### config.mk
export PLATFORM = sky130hd
export DESIGN_NAME = instr_fetch
export DESIGN_NICKNAME = d
export VERILOG_FILES = /design/src/rtl/proc_defs.sv /design/src/rtl/fetch_hold_buf.sv /design/src/rtl/instr_fetch.sv
export SDC_FILE = /design/constraint.sdc
export NUM_CORES = 1
export LEC_CHECK = 0
export ABC_AREA = 1
export CAP_MARGIN = 20
export CELL_PAD_IN_SITES_DETAIL_PLACEMENT = 2
export CELL_PAD_IN_SITES_GLOBAL_PLACEMENT = 2
export CORE_ASPECT_RATIO = 0.75
export CORE_MARGIN = 2
export CORE_UTILIZATION = 24
export CTS_BUF_LIST = sky130_fd_sc_hd__clkbuf_8
export DETAILED_ROUTE_END_ITERATION = 12
export PLACE_DENSITY = 0.84
export SKIP_LAST_GASP = 1
export SLEW_MARGIN = 20
export SYNTH_ARGS = -nofsm -noshare
export SYNTH_HDL_FRONTEND = slang
export SYNTH_HIERARCHICAL = 1
export SYNTH_SLANG_ARGS = --single-unit
### constraint.sdc
create_clock -name clock -period 2 [get_ports clock]
set_input_delay 0.4 -clock clock [delete_from_list [all_inputs] [get_ports clock]]
set_output_delay 0.4 -clock clock [all_outputs]
set_load 0.03 [all_outputs]
### src/rtl/proc_defs.sv
// rtl/proc_defs.sv - shared opcode constants, widths and fetch state encoding
package proc_defs;

   localparam int PC_W_DEF    = 12;
   localparam int INSTR_W_DEF = 32;

   localparam logic [4:0] OP_RTYPE = 5'b00000;
   localparam logic [4:0] OP_ADDI  = 5'b00101;
   localparam logic [4:0] OP_BEQ   = 5'b01000;
   localparam logic [4:0] OP_BNE   = 5'b01001;
   localparam logic [4:0] OP_JMP   = 5'b01100;

   typedef enum logic [1:0] {
      ST_BOOT   = 2'd0,
      ST_RUN    = 2'd1,
      ST_HELD   = 2'd2,
      ST_BUBBLE = 2'd3
   } fetch_state_t;

   // Opcode lives in the top five bits of every instruction word
   function automatic logic [4:0] opcode_of(input logic [31:0] word);
      return word[31:27];
   endfunction

endpackage

### src/rtl/fetch_hold_buf.sv
// rtl/fetch_hold_buf.sv - single-entry instruction+PC buffer with output mux
module fetch_hold_buf
   import proc_defs::*;
#(
   parameter int PC_W    = PC_W_DEF,
   parameter int INSTR_W = INSTR_W_DEF
) (
   input  logic               clock,
   input  logic               reset_n,
   input  logic               load,
   input  logic               clear,
   input  logic               sel_hold,
   input  logic [INSTR_W-1:0] live_instr,
   input  logic [PC_W-1:0]    live_pc,
   output logic [INSTR_W-1:0] out_instr,
   output logic [PC_W-1:0]    out_pc
);

   logic [INSTR_W-1:0] instr_q, instr_d;
   logic [PC_W-1:0]    pc_q, pc_d;

   // Next buffer contents: load wins over clear, otherwise retain
   always_comb begin
      instr_d = instr_q;
      pc_d    = pc_q;
      if (load) begin
         instr_d = live_instr;
         pc_d    = live_pc;
      end else if (clear) begin
         instr_d = '0;
         pc_d    = '0;
      end
   end

   // Buffer storage; reset drops whatever was held
   always_ff @(posedge clock or negedge reset_n) begin
      if (!reset_n) begin
         instr_q <= '0;
         pc_q    <= '0;
      end else begin
         instr_q <= instr_d;
         pc_q    <= pc_d;
      end
   end

   // Present either the held word or the live ROM word
   always_comb begin
      out_instr = sel_hold ? instr_q : live_instr;
      out_pc    = sel_hold ? pc_q    : live_pc;
   end

endmodule

### src/rtl/instr_fetch.sv
// rtl/instr_fetch.sv - fetch sequencer driving a synchronous instruction ROM
module instr_fetch
   import proc_defs::*;
#(
   parameter int              PC_W     = PC_W_DEF,
   parameter int              INSTR_W  = INSTR_W_DEF,
   parameter logic [PC_W-1:0] RESET_PC = '0
) (
   input  logic               clock,
   input  logic               reset_n,
   output logic [PC_W-1:0]    imem_addr,
   input  logic [INSTR_W-1:0] imem_rdata,
   input  logic               stall,
   input  logic               redirect,
   input  logic [PC_W-1:0]    redirect_pc,
   output logic               instr_valid,
   output logic [INSTR_W-1:0] instr,
   output logic [PC_W-1:0]    instr_pc,
   output logic [PC_W-1:0]    pc_plus1,
   output logic [4:0]         opcode
);

   fetch_state_t    state_q, state_d;
   logic [PC_W-1:0] fpc_q, fpc_d;
   logic [PC_W-1:0] dpc_q, dpc_d;

   logic               valid_w;
   logic               accept_w;
   logic               hold_load;
   logic               hold_clear;
   logic [INSTR_W-1:0] sel_instr;
   logic [PC_W-1:0]    sel_pc;

   assign valid_w    = (state_q == ST_RUN) || (state_q == ST_HELD);
   assign accept_w   = valid_w && !stall;
   // Capture the live word only on the first stalled cycle; HELD keeps it
   assign hold_load  = (state_q == ST_RUN) && stall;
   assign hold_clear = accept_w && redirect;

   fetch_hold_buf #(
      .PC_W    (PC_W),
      .INSTR_W (INSTR_W)
   ) u_hold (
      .clock      (clock),
      .reset_n    (reset_n),
      .load       (hold_load),
      .clear      (hold_clear),
      .sel_hold   (state_q == ST_HELD),
      .live_instr (imem_rdata),
      .live_pc    (dpc_q),
      .out_instr  (sel_instr),
      .out_pc     (sel_pc)
   );

   // Next fetch state and PCs; fpc freezes while stalled so the ROM word
   // for fpc is still on imem_rdata when the stall releases
   always_comb begin
      state_d = state_q;
      fpc_d   = fpc_q;
      dpc_d   = dpc_q;
      case (state_q)
         ST_BOOT, ST_BUBBLE: begin
            state_d = ST_RUN;
            dpc_d   = fpc_q;
            fpc_d   = fpc_q + PC_W'(1);
         end
         ST_RUN, ST_HELD: begin
            if (stall) begin
               state_d = ST_HELD;
            end else if (redirect) begin
               state_d = ST_BUBBLE;
               fpc_d   = redirect_pc;
            end else begin
               state_d = ST_RUN;
               dpc_d   = fpc_q;
               fpc_d   = fpc_q + PC_W'(1);
            end
         end
         default: state_d = ST_BOOT;
      endcase
   end

   // State and PC registers
   always_ff @(posedge clock or negedge reset_n) begin
      if (!reset_n) begin
         state_q <= ST_BOOT;
         fpc_q   <= RESET_PC;
         dpc_q   <= RESET_PC;
      end else begin
         state_q <= state_d;
         fpc_q   <= fpc_d;
         dpc_q   <= dpc_d;
      end
   end

   // Decode-facing outputs; word forced to zero when nothing valid is shown
   always_comb begin
      imem_addr   = fpc_q;
      instr_valid = valid_w;
      instr       = valid_w ? sel_instr : '0;
      instr_pc    = sel_pc;
      pc_plus1    = sel_pc + PC_W'(1);
      opcode      = opcode_of(instr);
   end

endmodule
* After elaboration in Yosys (flattened, before gate mapping)
Cells that the tools add are included.
** Storage, ports and cells
- Bits in registers :: 70
- Bits of input ports :: 48
- Output and inout bits :: 74
- Logic and storage cells :: 38
** Operators by class
- $add $sub $neg :: 2
- Eq/ne operators :: 5
- Mux-type cells :: 16
- Reductions and logical operators :: 10
** Operator list (number)
- $mux W32 :: 4
- $mux W12 :: 7
- $pmux W12 S2 :: 2
- $add A12 B1 Y12 const B :: 2
- $eq A2 B2 Y1 const B :: 2
- $mux W2 :: 2
- $ne A2 B2 Y1 const B :: 2
- $pmux W2 S2 :: 1
- $reduce_or A2 Y1 :: 2
- $logic_and A1 B1 Y1 :: 3
- $eq A2 B1 Y1 const B :: 1
- $logic_not A2 Y1 :: 1
- $reduce_and A2 Y1 :: 1
- $reduce_bool A2 Y1 :: 1
- $logic_not A1 Y1 :: 1
- $logic_or A1 B1 Y1 :: 1

* Depth between registers and ports, before layout
Gate-level depths: netlist of the first run.
- Word-level depth :: 6
- Gate-level depth with buffers :: 11
- Mapped depth without buffers :: 9

* Hierarchy
The synthesis of the first run kept the hierarchy.
** By module, submodules not included
- fetch_hold_buf :: times used 1, cells an instance 328, area each 2304.7 um^2, seq. area each 1101.1 um^2
- instr_fetch :: times used 1, cells an instance 280, area each 1879.3 um^2, seq. area each 650.6 um^2

* Least setup slack after synthesis of the first run
Ideal clock, no wire load.
- Kind :: reg2out
- From :: register state_q[0]
- To :: output pc_plus1[9]
- Arrival :: 3090 ps
- Required time :: 1600 ps
- Path slack :: -1490 ps
- Stages on the path, launching flop included :: 11
- Path buffers :: 2
- Cell sequence :: dfrtp_1 > inv_1 > ha_1 > buf_2 > buf_4 > o21ai_0 > inv_1 > nor2_1 > nand2_1 > nor2_1 > xor2_1
** Between the ends
- Longest elaborated chain between the ends :: 3
** RTL lines
- from (decl) :: line instr_fetch.sv:23 : fetch_state_t state_q, state_d;
- from (signal assigned) :: line instr_fetch.sv:90 : state_q <= state_d;
- $eq A2 B2 Y1 :: line instr_fetch.sv:48 : .sel_hold (state_q == ST_HELD),
- $mux W12 :: line fetch_hold_buf.sv:49 : out_pc = sel_hold ? pc_q : live_pc;
- via instr_pc[0] :: line instr_fetch.sv:18 : output logic [PC_W-1:0] instr_pc,
- $add A12 B1 Y12 :: line instr_fetch.sv:102 : pc_plus1 = sel_pc + PC_W'(1);
- to (decl) :: line instr_fetch.sv:19 : output logic [PC_W-1:0] pc_plus1,
The timed path passes the listed nets, and every way through them passes these cells.

* Worst setup path after layout of the first run
- From :: register state_q[1]
- To :: output pc_plus1[8]
** Between the ends
- Longest elaborated chain between the ends :: 3
** RTL lines (line)
- $eq A2 B2 Y1 :: instr_fetch.sv:48
- $mux W12 :: fetch_hold_buf.sv:49
- $add A12 B1 Y12 :: instr_fetch.sv:102
Every way passes these cells.

==> qor.yml, run 1 <==
maxCapViolations: 0
finalWirelength_microns: 17740
vias: 4507
skew_ns: 0.01441
grt-ovfl-total: 0
nets: 830
power.density_mw_per_mm2: 2042
finalCritPeriodShare_pct: 143.6
grt.total_usage_pct: 19.06
synthSimpleGateAreaFrac_pct: 29.75
cp-end-kind: "output port"
dp_hpwl_microns: 11460
finalInstanceArea_sq_mm: 0.006912
critPathKind: "register to output port"
cp_max_fo: 5
reg2reg_from: "state_q[1]"
syn_inst: 608
critPathLaunch: "state_q[1]"
placementRows: 41
start_kind: "register"
dr.pass1.iters: 4
hp-class: "register to register"
synth_area_sq_mm: 0.004184
syn2layout_area_growth_pct: 65.19
post_drt_wl_per_cell_microns: 17.79
mostFrequentLayoutCells: "nand2_1 (230), inv_1 (94), buf_4 (71)"
failed_checks: "negative setup slack"
worstHoldStart: "u_hold/instr_q[27]"
syn_area_per_cell_sq_um: 6.882
met1_length_microns: 7842
min_period_ns: 2.873
portBuffers: 121
yosysWarningCount: 6
power_leakage_nw: 3.551
cts_max_path_buffers: 2
io_pins: 122
postRouteAntennaNets: 0
synth.yosys.seq_area_share_pct: 41.87
tritoncts: "yes"
ys_types: 29
muxShareOfSynthArea_pct: 0.7177
placed_area_sq_mm: 0.006056
synth.net_count: 660
grt_pass1_vias: 5104
hold_violations: 0
tightest_slew_ns: 0.6200
synth-seq-cells: 70
cts_sinks: 70
initial_core_util_pct: 24.72
multi_input_area_sq_mm: 0.002318
grt_start_max_net_pins: 46
drtIter0Drc: 133
status: "finished, violations left"
synth-compound-area-share_pct: 9.181
rsz0062_at_grt: "true"
cp_data_arrival_time_ns: 2.47
drc_errors: 0
finalSetupViolCount: 61
viasPerCell: 4.521
antenna_found_initial: 0
setup_slack_ns: -0.8726
regArea_sq_mm: 0.001752
relSlewSlack_pct: 58.57
drv_slew: 0
dr_wl_met3_microns: 710
synthAdderAreaFrac_pct: 1.196
max_freq_ghz: 0.3481
dr_wl_met2_microns: 8908
core_sq_mm: 0.01693
synth_top_family_by_area: "simple AND/OR/NAND/NOR gates"
required_ns: 1.60
clock_latency_ns: 0.37
die-height_microns: 118.3
die_x_microns: 156.5
layout-drive-gt1-share_pct: 28.26
antenna_cells: 0
die_area_sq_mm: 0.01852
cts.clk_slew.worst_paths_ns: 0.08
numCtsBuffers: 9
htree_levels: 3
cts-root-buf: "clkbuf_8"
top_layer_used: "met4"
layout_commonest_cell: "nand2_1"
vdd_ir_drop_max_v: 0.0007468
grt_pass1_wl_microns: 27630
gp_congestion: 0.8014
place_ws_ns: -0.4640
synth_xor_xnor_area_share_pct: 2.303
fillers: 1904
-- power by group --
group / internal [mW] / total [mW] / leakage, nW / switching (mW)
Combinational: 4.31 / 10.2 / 2.57 / 5.88
Sequential: 2.06 / 2.63 / 0.870 / 0.564
Clock: 0.695 / 1.30 / 0.109 / 0.602
-- logic make-up after synthesis --
family / count (synthesis)
and+or+nand+nor: 312
DFF: 70
buffers and inverters: 134
AOI/OAI and AO/OA: 75
adders and majority gates: 4
xor gates and xnor gates: 11
muxes: 2
-- timing repair --
action | in CTS | in global routing
gates resized for setup | 100 | 34
hold buffers | 1 | 0
gates cloned | 2 | 1
pin swaps | 15 | 10
hold endpoints to repair | 25 | 0
setup endpoints to repair | 64 | 66
setup buffers | 25 | 6
-- metrics by stage --
step           power, mW  util [%]  hold slack, ns  std cells  TNS (ns)
6_report           14.11     40.83          0.4804        997    -19.98
5_1_grt            15.07     40.83          0.5095        997    -25.69
4_1_cts            13.88     40.18          0.4768        996    -19.85
3_5_place_dp       11.46     35.77          0.3470        954    -13.45
3_3_place_gp       11.07     35.77          0.3445        954    -8.945
2_1_floorplan      7.985         -          0.1044        608    -3.460
-- synthesized netlist by cell type (all sizes together) --
cell	count	area (sq um)
nor2	51	210.2
o22ai	1	6.260
nand3	15	75.07
dfrtp	70	1752
mux2	2	30.03
nand2	240	922.1
a31oi	1	6.260
inv	100	377.9
o211ai	1	7.510
clkbuf	6	22.52
a21oi	4	20.02
ha	4	50.05
xnor2	3	26.28
o21ai	68	344.1
buf	28	226.5
xor2	8	70.07
nor3	4	25.02
nand4	2	12.51
-- final timing paths --
| kind | to | cells after the start | slack (ns) |
|---|---|---|---|
| worst min register to register | u_hold/instr_q[27] | 2 | 0.48 |
| min in group asynchronous | imem_addr[4] | 2 | 0.49 |
| worst min-delay path | u_hold/instr_q[27] | 2 | 0.48 |
| max in group asynchronous | dpc_q[4] | 3 | 0.92 |
| worst max-delay path | pc_plus1[8] | 10 | -0.87 |
| worst max register to register | u_hold/pc_q[6] | 8 | 0.17 |
-- layout make-up --
type | count | area share [%]
Tap cell | 215 | 3.892
Multi-Input combinational cell | 405 | 33.54
Inverter | 100 | 5.467
Sequential cell | 70 | 25.34
Timing Repair Buffer | 192 | 28.69
Clock inverter | 6 | 1.267
Clock buffer | 9 | 1.792
-- worst max-delay path, cell delays in order, from the launching register on --
cell and delay, ns:
dfrtp_1 0.41, ha_4 0.19, buf_6 0.13, buf_6 0.12
o21ai_4 0.20, ha_4 0.19, nand3_4 0.09, nor3_4 0.29
nand3_4 0.15, xnor2_4 0.17, buf_6 0.15
-- routing by layer --
metal  vias up  global-route usage [%]
met1      2240                   23.68
met4         0                   6.021
met3        18                   3.704
met2       101                   33.18
li1       2148                       -
met5         -                       0
-- sequential cells by signal, indices dropped and copies added (netlist names) --
signal,flops
state_q,2
u_hold/pc_q,12
imem_addr,12
dpc_q,12
u_hold/instr_q,32
No activity file was read; power rests on OpenSTA's default activity.
==> inputs of run 2 (changes only) <==
--- a/config.mk
+++ b/config.mk
@@ -10,7 +10,6 @@
 export CELL_PAD_IN_SITES_DETAIL_PLACEMENT = 2
 export CELL_PAD_IN_SITES_GLOBAL_PLACEMENT = 2
 export CORE_ASPECT_RATIO = 0.75
-export CORE_MARGIN = 2
 export CORE_UTILIZATION = 24
 export CTS_BUF_LIST = sky130_fd_sc_hd__clkbuf_8
 export DETAILED_ROUTE_END_ITERATION = 12
==> run 2 against run 1 <==
Critical endpoint unchanged. Hold slack worse by 0.46 ns. Die area decreased by 2.9%. Largest power group unchanged. Final area is 13% higher. Global-route usage grew 5.1 points. Non-clock buffer count rose by 31. Sequential cell count unchanged. Utilization grew 5.1 points. Largest cell class unchanged. Count of clock-buffer cells in the layout did not move. Combinational power up 18%. Power is 13% higher. The run still ends with negative setup slack left. Wire length rose by 36%. Clock skew is 0.0076 ns higher.
==> qor.yml, run 2 (synthesis results as in run 1) <==
grt-ovfl-total: 0  # unchanged
die-height_microns: 116.3  # -1.7%
required_ns: 1.60  # about the same
grt.total_usage_pct: 24.20  # +5.1 points
gp_congestion: 0.8517  # +6.3%
core_sq_mm: 0.01693  # unchanged
post_drt_wl_per_cell_microns: 23.48  # +32%
htree_levels: 3  # unchanged
drc_errors: 0  # unchanged
power.density_mw_per_mm2: 2058  # +0.79%
largest_reg_flops: 32  # unchanged
viasPerCell: 4.750  # +5.1%
grt_start_max_net_pins: 45  # -2.2%
finalInstanceArea_sq_mm: 0.007781  # +13%
numCtsBuffers: 9  # unchanged
vdd_ir_drop_max_v: 0.0007509  # +0.56%
tritoncts: "yes"
r2r_cells: 8  # unchanged
cp_data_arrival_time_ns: 2.54  # +0.07 ns
vias: 4892  # +8.5%
start_kind: "register"
cts-root-buf: "clkbuf_8"
hp-class: "input port to asynchronous set/reset pin"
met1_length_microns: 10170  # +30%
maxCapViolations: 0  # unchanged
max_freq_ghz: 0.3399  # -2.4%
cp-end-kind: "output port"
layout-drive-gt1-share_pct: 39.02  # +11 points
dr_wl_met3_microns: 837  # +18%
critPathKind: "register to output port"
reg2reg_setup_slack_ns: 0.03  # -0.14 ns
placementRows: 41  # unchanged
syn2layout_area_growth_pct: 85.97
dp_hpwl_microns: 11970  # +4.5%
die_x_microns: 154.5  # -1.3%
cts.clk_slew.worst_paths_ns: 0.08  # about the same
io_pins: 122  # unchanged
postRouteAntennaNets: 0  # unchanged
drv_slew: 0  # unchanged
die_area_sq_mm: 0.01797  # -2.9%
hold_violations: 0  # unchanged
rsz0062_at_grt: "true"
mostFrequentLayoutCells: "nand2_1 (213), inv_1 (78), dfrtp_1 (70)"
grt_pass1_wl_microns: 32660  # +18%
nets: 862  # +3.9%
place_inst: 960  # +0.63%
antenna_cells: 0  # unchanged
layout_commonest_cell: "nand2_1"
cts_max_path_buffers: 2  # unchanged
layoutNonFillerInstCount: 1030  # +3.3%
status: "finished, violations left"
failed_checks: "negative setup slack"
portBuffers: 121  # unchanged
finalCritPeriodShare_pct: 147.1  # +3.5 points
power_leakage_nw: 3.996  # +13%
dr.pass1.iters: 4  # unchanged
fin_util_pct: 45.96  # +5.1 points
cts_sinks: 70  # unchanged
cp_max_fo: 5  # unchanged
regMostFlops: "u_hold/instr_q"
relSlewSlack_pct: 59.75  # +1.2 points
antenna_found_initial: 0  # unchanged
top_layer_used: "met4"
placed_area_sq_mm: 0.006088  # +0.54%
reg2reg_from: "state_q[0]"
r2r-end: "u_hold/instr_q[15]"
finalSetupViolCount: 61  # unchanged
grt_pass1_vias: 5402  # +5.8%
dr_wl_met2_microns: 12690  # +42%
totalPowerFinal_mw: 16.02  # +13%
tightest_slew_ns: 0.6037  # -0.01634 ns
clock_latency_ns: 0.38  # about the same
drtIter0Drc: 206  # +55%
min_period_ns: 2.942  # +0.06920 ns
setup_slack_ns: -0.9418  # -0.06920 ns
skew_ns: 0.02199  # +0.007586 ns
finalWirelength_microns: 24180  # +36%
initial_core_util_pct: 24.72  # unchanged
run 2: layer usage:
metal  global-route usage [%]  vias up
li1                         -     2221
met3                    4.045       30
met4                    6.601        0
met1                    29.82     2504
met5                        0        -
met2                    44.04      137
run 2: stage by stage:
step / hold WS, ns / setup TNS, ns / setup WS [ns]
finish: 0.01556 / -30.62 / -0.9418
global route: 0.02924 / -35.77 / -1.050
CTS: 0.03251 / -29.08 / -0.8082
detailed placement: 0.4311 / -8.202 / -0.5717
global placement: 0.4288 / -3.164 / -0.3766
floorplan: 0.1044 / -3.460 / -0.4671
run 2: where the power goes:
group	internal (mW)	switching (mW)	total, mW
logic	5.08	6.92	12.0
clock network	0.570	0.647	1.22
registers	2.06	0.734	2.80
run 2: critical path, cell delays in order, from the launching register on:
cell and delay [ns]:
dfrtp_1 0.40, inv_2 0.07, ha_4 0.20, buf_12 0.15, buf_6 0.12, o21ai_4 0.18, buf_6 0.13, nand3_4 0.08
nor3_4 0.31, nand3_2 0.19, xnor2_4 0.19, buf_6 0.16
run 2: cell type report:
class                           instances  area [sq um]
Clock inverter                          7         66.31
Inverter                              100         380.4
Clock buffer                            9         123.9
Tap cell                              215         269.0
Timing Repair Buffer                  223          2490
Fill cell                            1872          9148
Sequential cell                        70          1752
Multi-Input combinational cell        406          2700
run 2: how the worst max path moves through the flow:
stage | from | to | slack, ns
6_report | state_q[0] | pc_plus1[8] | -0.94
5_1_grt | state_q[0] | pc_plus1[8] | -1.05
4_1_cts | state_q[1] | pc_plus1[8] | -0.81
3_5_place_dp | state_q[0] | pc_plus1[8] | -0.57
3_3_place_gp | state_q[0] | pc_plus1[10] | -0.38
2_1_floorplan | state_q[0] | pc_plus1[8] | -0.47
run 2: repair_timing:
item / 4_1_cts / 5_1_grt
cloned: 9 / 2
pin swaps: 40 / 34
setup endpoints to repair: 63 / 109
hold buffers: 0 / 0
endpoints found under the hold margin: 0 / 0
resized for setup: 160 / 129
buffers inserted: 36 / 18
